--- src/rtl/op_mux_stream_if.sv ---
// Operand/command/result stream bundle for op_mux_stream.
// The master drives operands, commands and out_ready; the slave is the mux.
interface op_mux_stream_if #(
  parameter int unsigned NUM_IN    = 4,
  parameter int unsigned OP_WIDTH  = 32,
  parameter int unsigned CNT_WIDTH = 8
);
  localparam int unsigned SEL_WIDTH = $clog2(NUM_IN);

  logic [NUM_IN*OP_WIDTH-1:0] in_op;
  logic [NUM_IN-1:0]          in_valid;
  logic [NUM_IN-1:0]          in_ready;
  logic                       cmd_valid;
  logic                       cmd_ready;
  logic [1:0]                 cmd_mode;
  logic [SEL_WIDTH-1:0]       cmd_sel;
  logic [CNT_WIDTH-1:0]       cmd_count;
  logic [OP_WIDTH-1:0]        out_op;
  logic                       out_valid;
  logic                       out_ready;
  logic                       busy;

  modport master (
    output in_op, in_valid, cmd_valid, cmd_mode, cmd_sel, cmd_count, out_ready,
    input  in_ready, cmd_ready, out_op, out_valid, busy
  );

  modport slave (
    input  in_op, in_valid, cmd_valid, cmd_mode, cmd_sel, cmd_count, out_ready,
    output in_ready, cmd_ready, out_op, out_valid, busy
  );
endinterface

--- src/rtl/op_mux_stream.sv ---
// Command-driven operand mux: each command emits count+1 beats of ZERO, a selected
// lane's operands, or the last emitted value, into a single registered output slot.
module op_mux_stream #(
  parameter int unsigned NUM_IN    = 4,
  parameter int unsigned OP_WIDTH  = 32,
  parameter int unsigned CNT_WIDTH = 8
) (
  input logic            clk,
  input logic            rst,
  op_mux_stream_if.slave bus
);
  localparam int unsigned SEL_WIDTH = $clog2(NUM_IN);

  typedef enum logic {StIdle, StRun} state_e;

  state_e               state_q, state_d;
  logic [1:0]           mode_q, mode_d;
  logic [SEL_WIDTH-1:0] sel_q, sel_d;
  logic [CNT_WIDTH-1:0] remaining_q, remaining_d;
  logic [OP_WIDTH-1:0]  out_op_q, out_op_d;
  logic [OP_WIDTH-1:0]  last_q, last_d;
  logic                 out_valid_q, out_valid_d;

  logic                 cmd_ready;
  logic                 slot_free;
  logic                 sel_hit;
  logic                 lane_valid;
  logic [OP_WIDTH-1:0]  lane_op;
  logic                 use_lane;
  logic                 use_hold;
  logic                 src_avail;
  logic [OP_WIDTH-1:0]  src_op;
  logic                 beat;
  logic [NUM_IN-1:0]    in_ready;

  // A selector beyond the last lane matches nothing, so SELECT degrades to ZERO.
  always_comb begin
    sel_hit    = 1'b0;
    lane_valid = 1'b0;
    lane_op    = '0;
    for (int unsigned i = 0; i < NUM_IN; i++) begin
      if (sel_q == SEL_WIDTH'(i)) begin
        sel_hit    = 1'b1;
        lane_valid = bus.in_valid[i];
        lane_op    = bus.in_op[i*OP_WIDTH +: OP_WIDTH];
      end
    end
  end

  // Modes 1 and 3 both select a lane; mode 2 replays the last emitted value.
  assign use_lane  = mode_q[0] && sel_hit;
  assign use_hold  = (mode_q == 2'd2);
  assign src_avail = use_lane ? lane_valid : 1'b1;
  assign src_op    = use_lane ? lane_op : (use_hold ? last_q : '0);
  assign slot_free = !out_valid_q || bus.out_ready;
  assign beat      = (state_q == StRun) && slot_free && src_avail;
  assign cmd_ready = (state_q == StIdle) && !rst;

  always_comb begin
    for (int unsigned i = 0; i < NUM_IN; i++) begin
      in_ready[i] = (state_q == StRun) && use_lane && (sel_q == SEL_WIDTH'(i)) && slot_free;
    end
  end

  always_comb begin
    state_d     = state_q;
    mode_d      = mode_q;
    sel_d       = sel_q;
    remaining_d = remaining_q;
    out_op_d    = out_op_q;
    out_valid_d = out_valid_q;
    last_d      = last_q;

    unique case (state_q)
      StIdle: begin
        if (bus.cmd_valid && cmd_ready) begin
          mode_d      = bus.cmd_mode;
          sel_d       = bus.cmd_sel;
          remaining_d = bus.cmd_count;
          state_d     = StRun;
        end
      end
      StRun: begin
        if (beat) begin
          if (remaining_q == '0) begin
            state_d = StIdle;
          end else begin
            remaining_d = remaining_q - 1'b1;
          end
        end
      end
      default: state_d = StIdle;
    endcase

    if (beat) begin
      out_op_d    = src_op;
      out_valid_d = 1'b1;
      last_d      = src_op;
    end else if (bus.out_ready) begin
      out_valid_d = 1'b0;
    end
  end

  always_ff @(posedge clk or posedge rst) begin
    if (rst) begin
      state_q     <= StIdle;
      mode_q      <= '0;
      sel_q       <= '0;
      remaining_q <= '0;
      out_op_q    <= '0;
      out_valid_q <= 1'b0;
      last_q      <= '0;
    end else begin
      state_q     <= state_d;
      mode_q      <= mode_d;
      sel_q       <= sel_d;
      remaining_q <= remaining_d;
      out_op_q    <= out_op_d;
      out_valid_q <= out_valid_d;
      last_q      <= last_d;
    end
  end

  assign bus.in_ready  = in_ready;
  assign bus.cmd_ready = cmd_ready;
  assign bus.out_op    = out_op_q;
  assign bus.out_valid = out_valid_q;
  assign bus.busy      = (state_q == StRun) || out_valid_q;
endmodule

--- src/flat_wrapper.sv ---
// flat-port wrapper written by rule: the top's interface ports become plain ports
module op_mux_stream_flat 
#(
  parameter int unsigned NUM_IN    = 4,
  parameter int unsigned OP_WIDTH  = 32,
  parameter int unsigned CNT_WIDTH = 8
)
  (clk, rst, bus_in_op, bus_in_valid, bus_cmd_valid, bus_cmd_mode, bus_cmd_sel, bus_cmd_count, bus_out_ready, bus_in_ready, bus_cmd_ready, bus_out_op, bus_out_valid, bus_busy);
  op_mux_stream_if #(.NUM_IN(NUM_IN), .OP_WIDTH(OP_WIDTH), .CNT_WIDTH(CNT_WIDTH)) bus_i ();
  input logic clk;
  input logic rst;
  input wire logic [$bits(bus_i.in_op)-1:0] bus_in_op;
  input wire logic [$bits(bus_i.in_valid)-1:0] bus_in_valid;
  input wire logic [$bits(bus_i.cmd_valid)-1:0] bus_cmd_valid;
  input wire logic [$bits(bus_i.cmd_mode)-1:0] bus_cmd_mode;
  input wire logic [$bits(bus_i.cmd_sel)-1:0] bus_cmd_sel;
  input wire logic [$bits(bus_i.cmd_count)-1:0] bus_cmd_count;
  input wire logic [$bits(bus_i.out_ready)-1:0] bus_out_ready;
  output wire logic [$bits(bus_i.in_ready)-1:0] bus_in_ready;
  output wire logic [$bits(bus_i.cmd_ready)-1:0] bus_cmd_ready;
  output wire logic [$bits(bus_i.out_op)-1:0] bus_out_op;
  output wire logic [$bits(bus_i.out_valid)-1:0] bus_out_valid;
  output wire logic [$bits(bus_i.busy)-1:0] bus_busy;
  assign bus_i.in_op = bus_in_op;
  assign bus_i.in_valid = bus_in_valid;
  assign bus_i.cmd_valid = bus_cmd_valid;
  assign bus_i.cmd_mode = bus_cmd_mode;
  assign bus_i.cmd_sel = bus_cmd_sel;
  assign bus_i.cmd_count = bus_cmd_count;
  assign bus_i.out_ready = bus_out_ready;
  assign bus_in_ready = bus_i.in_ready;
  assign bus_cmd_ready = bus_i.cmd_ready;
  assign bus_out_op = bus_i.out_op;
  assign bus_out_valid = bus_i.out_valid;
  assign bus_busy = bus_i.busy;
  op_mux_stream #(.NUM_IN(NUM_IN), .OP_WIDTH(OP_WIDTH), .CNT_WIDTH(CNT_WIDTH)) u_core (.clk(clk), .rst(rst), .bus(bus_i));
endmodule
--- config.mk ---
export PLATFORM = sky130hd
export DESIGN_NAME = op_mux_stream_flat
export DESIGN_NICKNAME = d
export VERILOG_FILES = /design/src/rtl/op_mux_stream_if.sv /design/src/rtl/op_mux_stream.sv /design/src/flat_wrapper.sv
export SDC_FILE = /design/constraint.sdc
export NUM_CORES = 1
export LEC_CHECK = 0
export ABC_AREA = 1
export CAP_MARGIN = 20
export CELL_PAD_IN_SITES_DETAIL_PLACEMENT = 0
export CELL_PAD_IN_SITES_GLOBAL_PLACEMENT = 1
export CORE_MARGIN = 3
export CORE_UTILIZATION = 28
export CTS_BUF_LIST = sky130_fd_sc_hd__clkbuf_8
export CTS_CLUSTER_SIZE = 24
export DETAILED_ROUTE_END_ITERATION = 16
export HOLD_SLACK_MARGIN = 0.03
export PLACE_DENSITY = 0.93
export SETUP_SLACK_MARGIN = 0.05
export SLEW_MARGIN = 20
export SYNTH_ARGS = -nofsm -noshare
export SYNTH_HDL_FRONTEND = slang
export SYNTH_SLANG_ARGS = --single-unit
export TNS_END_PERCENT = 20
--- constraint.sdc ---
create_clock -name clk -period 4.3 [get_ports clk]
set_input_delay 1.29 -clock clk [delete_from_list [all_inputs] [get_ports clk]]
set_output_delay 1.29 -clock clk [all_outputs]
set_load 0.05 [all_outputs]
==> results of run 1 <==
stage by stage:
| step | total power, mW | util |
|---|---|---|
| after floorplan | 2.627 | - |
| after detailed placement | 3.495 | 0.4614 |
| after global routing | 4.142 | 0.4710 |
| final | 3.772 | 0.4710 |
| after global placement | 3.453 | 0.4614 |
| after CTS | 3.832 | 0.4709 |
worst paths after layout:
path / startpoint / endpoint / slack [ns]
worst max register to register: u_core.sel_q[0]$_DFFE_PP0P_ / u_core.bus.out_op[2]$_DFFE_PP0P_ / 1.61
worst max-delay path: bus_out_ready / bus_in_ready[0] / 0.28
min in group asynchronous: rst / u_core.remaining_q[6]$_DFFE_PP0P_ / 1.47
worst min-delay path: u_core.bus.out_op[24]$_DFFE_PP0P_ / u_core.bus.out_op[24]$_DFFE_PP0P_ / 0.48
worst min register to register: u_core.bus.out_op[24]$_DFFE_PP0P_ / u_core.bus.out_op[24]$_DFFE_PP0P_ / 0.48
max in group asynchronous: rst / u_core.bus.out_op[24]$_DFFE_PP0P_ / 2.33
routing by layer:
metal | share of wire | GRT usage
met1 | 0.41 | 0.2097
met2 | 0.51 | 0.3275
met3 | 0.077 | 0.04105
met4 | 0.0072 | 0.03052
met5 | 0 | 0
cell families (layout without fill, tap and decap cells):
logic type | Yosys count | after routing
compound gates | 60 | 60
xor+xnor | 1 | 1
fa+ha+maj | 2 | 2
buf+inv | 76 | 245
flops | 46 | 46
mux | 1 | 1
simple gates | 349 | 349
power by group:
| part | total (mW) | internal (mW) | switching (mW) |
|---|---|---|---|
| logic | 2.60 | 0.936 | 1.66 |
| registers | 0.850 | 0.638 | 0.212 |
| clock network | 0.322 | 0.171 | 0.150 |
state kept, by name (all words and copies together), names as in the netlist:
name,flops
u_core.bus.out_op,32
u_core.bus.out_valid,1
u_core.mode_q,2
u_core.remaining_q,8
u_core.sel_q,2
u_core.state_q,1
worst reg2reg max path: cells and delay by family, from the launching register on:
family / cells / cell delay [ns]
DFF: 1 / 0.93
buffers and inverters: 2 / 0.66
and+or+nand+nor: 6 / 0.96
AOI/OAI and AO/OA: 1 / 0.08
cell type report:
class	count	area [um^2]
inverters	46	173.9
clock inverters	3	40.04
repair buffers	191	1937
well taps	143	178.9
fillers	1223	6092
clock buffers	5	68.82
multi-input cells	413	1874
flip-flops and latches	46	1151
cell usage in the layout, fill, tap and decap left out:
| cell | instances |
|---|---|
| nand2_1 | 193 |
| clkdlybuf4s50_1 | 181 |
| nand3_1 | 63 |
| nor2_1 | 53 |
| dfrtp_1 | 46 |
| inv_1 | 43 |
| o21ai_0 | 41 |
| nand3b_1 | 18 |
| a21oi_1 | 17 |
| or2_2 | 14 |
| buf_4 | 6 |
| clkbuf_8 | 5 |
| nor2_2 | 4 |
| buf_12 | 4 |
| clkinv_2 | 3 |
| inv_2 | 2 |
| nor3_1 | 2 |
| ha_1 | 2 |
| nand3_2 | 1 |
| nand2_2 | 1 |
| a21boi_4 | 1 |
| o21bai_1 | 1 |
| mux2_2 | 1 |
| xor2_1 | 1 |
| bufinv_16 | 1 |
cell usage after synthesis, drive strengths merged:
cell type  count
ha             2
xor2           1
nand3         64
a21boi         1
clkbuf        12
o21ai         41
nand2        194
mux2           1
inv           46
a21oi         17
o21bai         1
dfrtp         46
nor3           2
or2           14
buf           18
nand3b        18
nor2          57
==> metrics.md, run 1 <==
| Metric | Value |
|---|---|
| Setup TNS | 0 ns |
| Global-route wire length before repair | 18,860 um |
| Seq/Total Area, Yosys | 0.3459 |
| Via/cell ratio | 4.698 |
| CTS tree | yes |
| N_diodes | 0 |
| Top cell family by delay on the critical path | simple AND/OR/NAND/NOR gates |
| Arrival time worst endpoint | around 2.7 ns |
| Synth Area in XOR/XNOR | 0.002632 |
| Post-route cell area | between 5000 and 6000 um^2 |
| Overflow left after global routing | 0 |
| Starting Density | 0.2890 |
| Worst Tran Pin Value | around 0.90 ns |
| IO Pins | roughly 190 |
| Hold depth | 2 |
| Layout cells sized above 1 | 0.06108 |
| CP startpoint kind | input port |
| WP depth | 6 |
| Slowest-stage cell, CP | clkdlybuf4s50_1 |
| DRC errors left | 0 |
| #FFs+latches synth | 46 |
| Simple-Gate Fraction of Synth Area | 0.4545 |
| Leak Pwr | 2.555 nW |
| CP max stage delay | about 0.48 ns |
| WP data required | 3.01 ns |
| Total number of vias | about 4,000 |
| CTS H-Tree Depth | 2 |
| Yosys warns | 0 |
| Final #Nets | ~850 |
| Synth area leaders | dfrtp_1 35%, nand2_1 22%, nand3_1 9.5% |
| Slew Limit Headroom | 0.4025 |
| Top cell type's share of synthesized area | 0.3459 |
| Final setup vio count | 0 |
| Largest net degree at the start of global routing | 47 |
| Compound-Gate Fraction of Synth Area | 0.09511 |
| Total global routing track utilization | 0.1767 |
| Endpoints failing hold | 0 |
| Antenna violations before repair | 0 |
| Vias in the first global route | about 3,800 |
| Mapped Nets | between 600 and 700 |
| Area leader, netlist | dfrtp_1 |
| Syn-to-layout area delta | 62.97% |
| Die area | 13,230 um^2 |
| Post-CTS Hold Fix Bufs | 0 |
| Dpl ws | 0.2662 ns |
| Pins Over Slew Limit | 0 |
| Post-route insts no fill | 847 |
| CTS buffer count | 5 |
| Dpl hpwl | just under 9000 um |
| Adder-cell share of the synthesized area | 0.007519 |
| Cell variety after synth | 23 |
| Outcome | finished clean |
| Clock root buffer master | clkbuf_8 |
| Max FO, Critical Path | 4 |
| Crit end category | output port |
| Reg2Reg Depth | 9 |
| CTS max path bufs | 2 |
| Core ar. | 11,520 um^2 |
| Unrepaired setup endpoints after global routing | false |
| WL per Instance | 14.03 um |
| Post-synthesis mux area share | 0.003383 |
| Max Clock Freq | between 0.2 and 0.25 GHz |
| # Post-CTS Setup Buffers | 0 |
| Initial drt markers | between 150 and 200 |
| Pwr/cell area | 695.4 nW/um^2 |
| Hold Slack | around 0.48 ns |
| Port bufs | roughly 190 |
| Hold Crit Class | flop to flop |
| Post-Synthesis Cells | between 500 and 600 |
| Post-route worst setup slack | about 0.28 ns |
| Sink Count | 46 |
| Final GP Congestion | about 0.82 |
| Dpl cells | around 840 |
| Largest family of logic cells by synthesized area | simple AND/OR/NAND/NOR gates |
| Clock skew | 0.007208 ns |
| Die Ht | roughly 120 um |
| Die Width | 115.0 um |
| Row cnt | 39 |
| Min Tclk post-route | ~4.0 ns |
| Worst-path cell chain | clkdlybuf4s50_1 -> nor2_1 -> nor2_2 -> nand2_1 -> nor3_1 -> buf_12 |
| Detailed-route wire length | between 10,000 and 15,000 um |
| Crit Path Class | input port to output port |
| DP Area | around 5300 um^2 |
| Final period util | 0.9347 |
| Number of buffer and inverter stages on the critical path | 2 |
| Clock Latency Late Sink | around 0.30 ns |
| Syn avg cell area | just over 6 um^2 |
| Max cap viols | 0 |
| Synthesized area | approximately 3300 um^2 |
| Worst-path clk slew | around 0.090 ns |
| Routed Antenna Nets | 0 |
| Drt first pass iters | 4 |
| IR drop worst, VDD | 0.0002659 V |
| Post-CTS Resized | 0 |
(Power assumes the default switching activity.)
==> run 2: changes to the inputs <==
--- a/config.mk
+++ b/config.mk
@@ -6,7 +6,6 @@
 export NUM_CORES = 1
 export LEC_CHECK = 0
 export ABC_AREA = 1
-export CAP_MARGIN = 20
 export CELL_PAD_IN_SITES_DETAIL_PLACEMENT = 0
 export CELL_PAD_IN_SITES_GLOBAL_PLACEMENT = 1
 export CORE_MARGIN = 3
@@ -17,7 +16,6 @@
 export HOLD_SLACK_MARGIN = 0.03
 export PLACE_DENSITY = 0.93
 export SETUP_SLACK_MARGIN = 0.05
-export SLEW_MARGIN = 20
 export SYNTH_ARGS = -nofsm -noshare
 export SYNTH_HDL_FRONTEND = slang
 export SYNTH_SLANG_ARGS = --single-unit
==> metrics.md, run 2 (synthesized netlist as in run 1, its figures left out) <==
| Metric | Value |
|---|---|
| N_diodes | 0 |
| Number of flip-flops in the largest register | 32 |
| Final Core Density | 0.4709 |
| Crit end category | output port |
| Final setup vio count | 0 |
| WP data required | 3.01 ns |
| Pwr/cell area | approximately 700 nW/um^2 |
| Slew Limit Headroom | 0.3372 |
| Overflow left after global routing | 0 |
| Leak Pwr | 2.555 nW |
| Endpoints failing hold | 0 |
| IR drop worst, VDD | around 0.00027 V |
| Via/cell ratio | approximately 4.7 |
| Max cap viols | 0 |
| Detailed-route wire length | about 12,000 um |
| Die area | roughly 13,000 um^2 |
| Max FO, Critical Path | 4 |
| Layout cells sized above 1 | 0.06108 |
| Hold Slack | roughly 0.48 ns |
| Clock skew | about 0.0074 ns |
| Post-CTS Hold Fix Bufs | 0 |
| Largest net degree at the start of global routing | 47 |
| Post-CTS Resized | 0 |
| CTS max path bufs | 2 |
| Dpl hpwl | around 9000 um |
| Unrepaired setup endpoints after global routing | false |
| # Post-CTS Setup Buffers | 0 |
| Setup TNS | 0 ns |
| Die Ht | between 100 and 150 um |
| Final #Nets | around 850 |
| Vias in the first global route | about 3,800 |
| Syn-to-layout area delta | 62.93% |
| DRC errors left | 0 |
| Max Clock Freq | 0.2480 GHz |
| Commonest non-fill, non-tap cells in the layout | 193 x nand2_1, 181 x clkdlybuf4s50_1, 63 x nand3_1 |
| Arrival time worst endpoint | about 2.7 ns |
| Final period util | 0.9378 |
| Worst Tran Pin Value | roughly 1 ns |
| Sink Count | 46 |
| CTS buffer count | 5 |
| Antenna violations before repair | 0 |
| Hold Crit Class | flop to flop |
| Initial drt markers | around 170 |
| Pins Over Slew Limit | 0 |
| CTS tree | yes |
| Total global routing track utilization | 0.1767 |
| IO Pins | 187 |
| CTS H-Tree Depth | 2 |
| Global-route wire length before repair | 18,860 um |
| Routed Antenna Nets | 0 |
| Drt first pass iters | 4 |
| Starting Density | 0.2890 |
| Port bufs | roughly 190 |
| Clock Latency Late Sink | roughly 0.30 ns |
| CP startpoint kind | input port |
| Worst-path clk slew | approximately 0.09 ns |
| Most common cell after layout, fill and taps aside | nand2_1 |
| WL per Instance | around 14 um |
| Outcome | finished clean |
| Crit Path Class | input port to output port |
| Core ar. | 11,520 um^2 |
| Total number of vias | between 3,000 and 4,000 |
| Final GP Congestion | around 0.8 |
| Row cnt | 39 |
| Min Tclk post-route | 4.032 ns |
| Die Width | 115.0 um |
| Clock root buffer master | clkbuf_8 |
[run 2: cell types whose count changed in the layout (fill, tap and decap cells not counted)]
cell      change
clkinv_2      -1
inv_2         +1
[run 2: cell type report]
| cell class | instances | area, um^2 |
|---|---|---|
| inverter | 46 | 172.7 |
| clock inverter | 3 | 40.04 |
| tap | 143 | 178.9 |
| fill | 1223 | 6093 |
| multi-input combinational | 413 | 1874 |
| timing repair buffer | 191 | 1937 |
| clock buffer | 5 | 68.82 |
| sequential | 46 | 1151 |
[run 2: worst paths after layout]
path                                                   start                           endpoint  slack (ns)  depth (start not counted)
max                                            bus_out_ready                    bus_in_ready[0]        0.27                          6
min                        u_core.bus.out_op[24]$_DFFE_PP0P_  u_core.bus.out_op[24]$_DFFE_PP0P_        0.48                          2
max reg2reg                      u_core.sel_q[0]$_DFFE_PP0P_   u_core.bus.out_op[2]$_DFFE_PP0P_        1.59                          9
min reg2reg                u_core.bus.out_op[24]$_DFFE_PP0P_  u_core.bus.out_op[24]$_DFFE_PP0P_        0.48                          2
max in group asynchronous                                rst  u_core.bus.out_op[16]$_DFFE_PP0P_        2.11                          2
min in group asynchronous                                rst  u_core.remaining_q[6]$_DFFE_PP0P_        1.58                          2
[run 2: worst max-delay path, stage by stage]
cell             delay, ns
clkdlybuf4s50_1       0.49
nor2_1                0.07
nor2_2                0.16
nand2_1               0.20
nor3_1                0.34
buf_12                0.19
[run 2: power breakdown]
group / leakage (nW) / switching (mW) / internal (mW) / total (mW)
sequential: 0.573 / 0.214 / 0.638 / 0.851
combinational: 1.92 / 1.67 / 0.936 / 2.60
clock: 0.0579 / 0.150 / 0.171 / 0.321
total: 2.55 / 2.03 / 1.74 / 3.78
[run 2: metal layers]
metal	track usage	part of all wire	vias to the layer above	wire (um)
li1	-	-	2015	-
met1	0.2097	0.41	1838	4914
met2	0.3275	0.51	137	6070
met3	0.04105	0.072	6	861
met4	0.03052	0.0071	0	85
met5	0	0	-	0
[run 2: metrics by stage]
step	area (um^2)	instances	power, mW	worst slack (ns)
floorplan	3328	535	2.627	0.3727
global placement	5314	839	3.453	0.3068
detailed placement	5314	839	3.495	0.2662
CTS	5423	847	3.832	0.2575
global route	5423	847	4.142	0.1712
finish	5423	847	3.777	0.2676
==> run 3: changes to the inputs <==
--- a/config.mk
+++ b/config.mk
@@ -5,16 +5,15 @@
 export SDC_FILE = /design/constraint.sdc
 export NUM_CORES = 1
 export LEC_CHECK = 0
-export ABC_AREA = 1
 export CELL_PAD_IN_SITES_DETAIL_PLACEMENT = 0
 export CELL_PAD_IN_SITES_GLOBAL_PLACEMENT = 1
 export CORE_MARGIN = 3
-export CORE_UTILIZATION = 28
+export CORE_UTILIZATION = 30
 export CTS_BUF_LIST = sky130_fd_sc_hd__clkbuf_8
 export CTS_CLUSTER_SIZE = 24
 export DETAILED_ROUTE_END_ITERATION = 16
 export HOLD_SLACK_MARGIN = 0.03
-export PLACE_DENSITY = 0.93
+export PLACE_DENSITY = 0.91
 export SETUP_SLACK_MARGIN = 0.05
 export SYNTH_ARGS = -nofsm -noshare
 export SYNTH_HDL_FRONTEND = slang
==> constraint.sdc (replaced) <==
create_clock -name clk -period 4.3 [get_ports clk]
set_input_delay 1.29 -clock clk [delete_from_list [all_inputs] [get_ports clk]]
set_output_delay 1.29 -clock clk [all_outputs]
set_load 0.01 [all_outputs]
==> metrics.md, run 3 <==
| Metric | Value |
|---|---|
| # Post-CTS Setup Buffers | 0 |
| Pins Over Slew Limit | 0 |
| CTS H-Tree Depth | 2 |
| Global-route wire length before repair | 14,760 um |
| Clock skew | between 0.008 and 0.009 ns |
| Die area | around 12,000 um^2 |
| Area of the multi-input gates | approximately 1700 um^2 |
| Syn-to-layout area delta | 66.80% |
| Final #Nets | just over 600 |
| Hold Crit Class | flop to flop |
| CP most frequent cell | clkdlybuf4s50_1 |
| Routed Antenna Nets | 0 |
| Arrival time worst endpoint | roughly 2.8 ns |
| Number of flip-flops in the largest register | 32 |
| Final Core Density | 0.5227 |
| Vias in the first global route | between 2,000 and 3,000 |
| Total global routing track utilization | 0.1594 |
| Syn avg cell area | 11.17 um^2 |
| Fillcell total | 888 |
| Final GP Congestion | just over 0.8 |
| Drt first pass iters | 4 |
| Yosys warns | 0 |
| Hold depth | 2 |
| Setup TNS | 0 ns |
| WL per Instance | about 17 um |
| Clock Latency Late Sink | about 0.29 ns |
| Worst-path cell chain | clkdlybuf4s50_1 -> nand2b_1 -> nand3_1 -> nor3_1 -> clkdlybuf4s50_1 |
| Max cap viols | 0 |
| Leak Pwr | 2.183 nW |
| Mapped Nets | 428 |
| Max Clock Freq | around 0.24 GHz |
| Seq/Total Area, Yosys | 0.3707 |
| Die Width | approximately 110 um |
| Slew Limit Headroom | 0.3391 |
| Starting Density | 0.3134 |
| Row cnt | 36 |
| Hold Path Sink | u_core.bus.out_op[24]$_DFFE_PP0P_ |
| FF-to-FF Start | u_core.sel_q[1]$_DFFE_PP0P_ |
| Endpoints failing hold | 0 |
| Crit Path Class | input port to output port |
| Worst Tran Pin Value | about 0.99 ns |
| Grt met2 use | 0.2758 |
| Via/cell ratio | slightly below 5 |
| R2R Path End | u_core.remaining_q[1]$_DFFE_PP0P_ |
| Dpl cells | approximately 580 |
| Crit end category | output port |
| Die Ht | around 110 um |
| Port bufs | 186 |
| Unrepaired setup endpoints after global routing | false |
| Top Usage Layer GRT | met2 |
| CTS max path bufs | 2 |
| Pwr/cell area | about 330 nW/um^2 |
| Most used DFF post-synth | dfrtp_1 |
| Post-Synthesis Cells | roughly 280 |
| Post-CTS Resized | 0 |
| Initial drt markers | around 100 |
| IO Pins | 187 |
| #FFs+latches synth | between 40 and 50 |
| Total number of vias | 2,838 |
| Worst R2R Setup Slack | roughly 1.7 ns |
| Core ar. | 9910 um^2 |
| Post-route insts no fill | 589 |
| Dpl hpwl | 7460 um |
| Sink Count | 46 |
| Clock root buffer master | clkbuf_8 |
| Final setup vio count | 0 |
| CTS buffer count | 5 |
| DRC errors left | 0 |
| Largest net degree at the start of global routing | 47 |
| Synthesized area | between 3000 and 4000 um^2 |
| Met1 Track Usage GR | 0.2046 |
| Top cell type's share of synthesized area | 0.3707 |
| Outcome | finished clean |
| Storage element area | roughly 1200 um^2 |
| CP startpoint kind | input port |
| Slowest-stage cell, CP | clkdlybuf4s50_1 |
| Most frequent cell after synthesis | nand2_1 |
| Most common cell after layout, fill and taps aside | clkdlybuf4s50_1 |
| Met3 Usage GRT | 0.04259 |
| Overflow left after global routing | 0 |
| Post-synth EDFFs | 0 |
| Post-CTS Hold Fix Bufs | 0 |
| Hold Path Origin | u_core.bus.out_op[24]$_DFFE_PP0P_ |
| Post-synth ARST share | 1.000 |
| CTS tree | yes |
| CP max stage delay | just under 0.6 ns |
| N_diodes | 0 |
| Final period util | 0.9538 |
| Detailed-route wire length | 9731 um |
| IR drop worst, VDD | about 0.00022 V |
| Hold Slack | a little over 0.5 ns |
| Layout cells sized above 1 | 0.1162 |
| Max FO, Critical Path | 4 |
| Top cells by instance count after synthesis | 47 x nand2_1, 46 x dfrtp_1, 40 x inv_1, 36 x mux2i_1, 32 x mux4_2 |
| Area leader, netlist | dfrtp_1 |
| Min Tclk post-route | 4.102 ns |
| Synth area leaders | dfrtp_1 37%, mux4_2 23%, mux2i_1 12% |
| Cell variety after synth | slightly above 40 |
| Commonest non-fill, non-tap cells in the layout | 186 x clkdlybuf4s50_1, 47 x nand2_1, 44 x dfrtp_1 |
| WP data required | approximately 3 ns |
| Antenna violations before repair | 0 |
| Worst-path clk slew | ~0.08 ns |
| Reg2Reg Depth | 4 |
[run 3: changes by cell type after synthesis, sizes merged, moves of 6 or more]
cell and change:
nor2 -49, nand3 -61, nand2 -147, inv -6, mux2i +36, o21ai -36, a21oi -15, or2 -13
nand3b -18, buf -8, mux4 +32
[run 3: cell type report]
| type | count | share of cell area |
|---|---|---|
| flip-flops and latches | 46 | 0.2227 |
| inverters | 41 | 0.02971 |
| repair buffers | 190 | 0.3652 |
| well taps | 133 | 0.03213 |
| clock inverters | 2 | 0.01159 |
| clock buffers | 6 | 0.01594 |
| multi-input cells | 171 | 0.3227 |
[run 3: power breakdown]
group	leakage (nW)	switching, mW	internal, mW
sequential	0.546	0.0714	0.533
combinational	1.57	0.273	0.421
clock	0.0714	0.148	0.248
[run 3: stage by stage]
step / setup WS [ns] / cell area, um^2 / power [mW]
final: 0.1985 / 5180 / 1.696
after global routing: 0.1059 / 5180 / 1.801
after CTS: 0.1932 / 5180 / 1.722
after detailed placement: 0.1894 / 5037 / 1.314
after global placement: 0.2390 / 5037 / 1.293
after floorplan: 1.161 / 3105 / 0.9454
[run 3: logic make-up after synthesis]
family          after synthesis  synth area share
fa+ha+maj                     2          0.008057
simple gates                 76            0.1084
compound gates               24           0.06890
buf+inv                      61           0.09105
mux                          69            0.3529
flops                        46            0.3707
[run 3: critical path: cells and delay by family]
family / cells / cell delay [ns]
buffers and inverters: 2 / 1.04
and+or+nand+nor: 3 / 0.49
[run 3: worst max path at each step]
stage               depth (start not counted)  slack (ns)          start               to
floorplan                                   3        1.16  bus_out_ready  bus_in_ready[0]
CTS                                         5        0.19  bus_out_ready  bus_in_ready[0]
detailed placement                          5        0.19  bus_out_ready  bus_in_ready[1]
finish                                      5        0.20  bus_out_ready  bus_in_ready[1]
global route                                5        0.11  bus_out_ready  bus_in_ready[0]
global placement                            5        0.24  bus_out_ready  bus_in_ready[0]
[run 3: routing by layer]
| metal | part of all wire | vias up | wire (um) |
|---|---|---|---|
| met5 | 0 | - | 0 |
| met1 | 0.40 | 1383 | 3929 |
| met2 | 0.51 | 113 | 4942 |
| met4 | 0.0027 | 0 | 26 |
| li1 | - | 1340 | - |
| met3 | 0.085 | 2 | 832 |
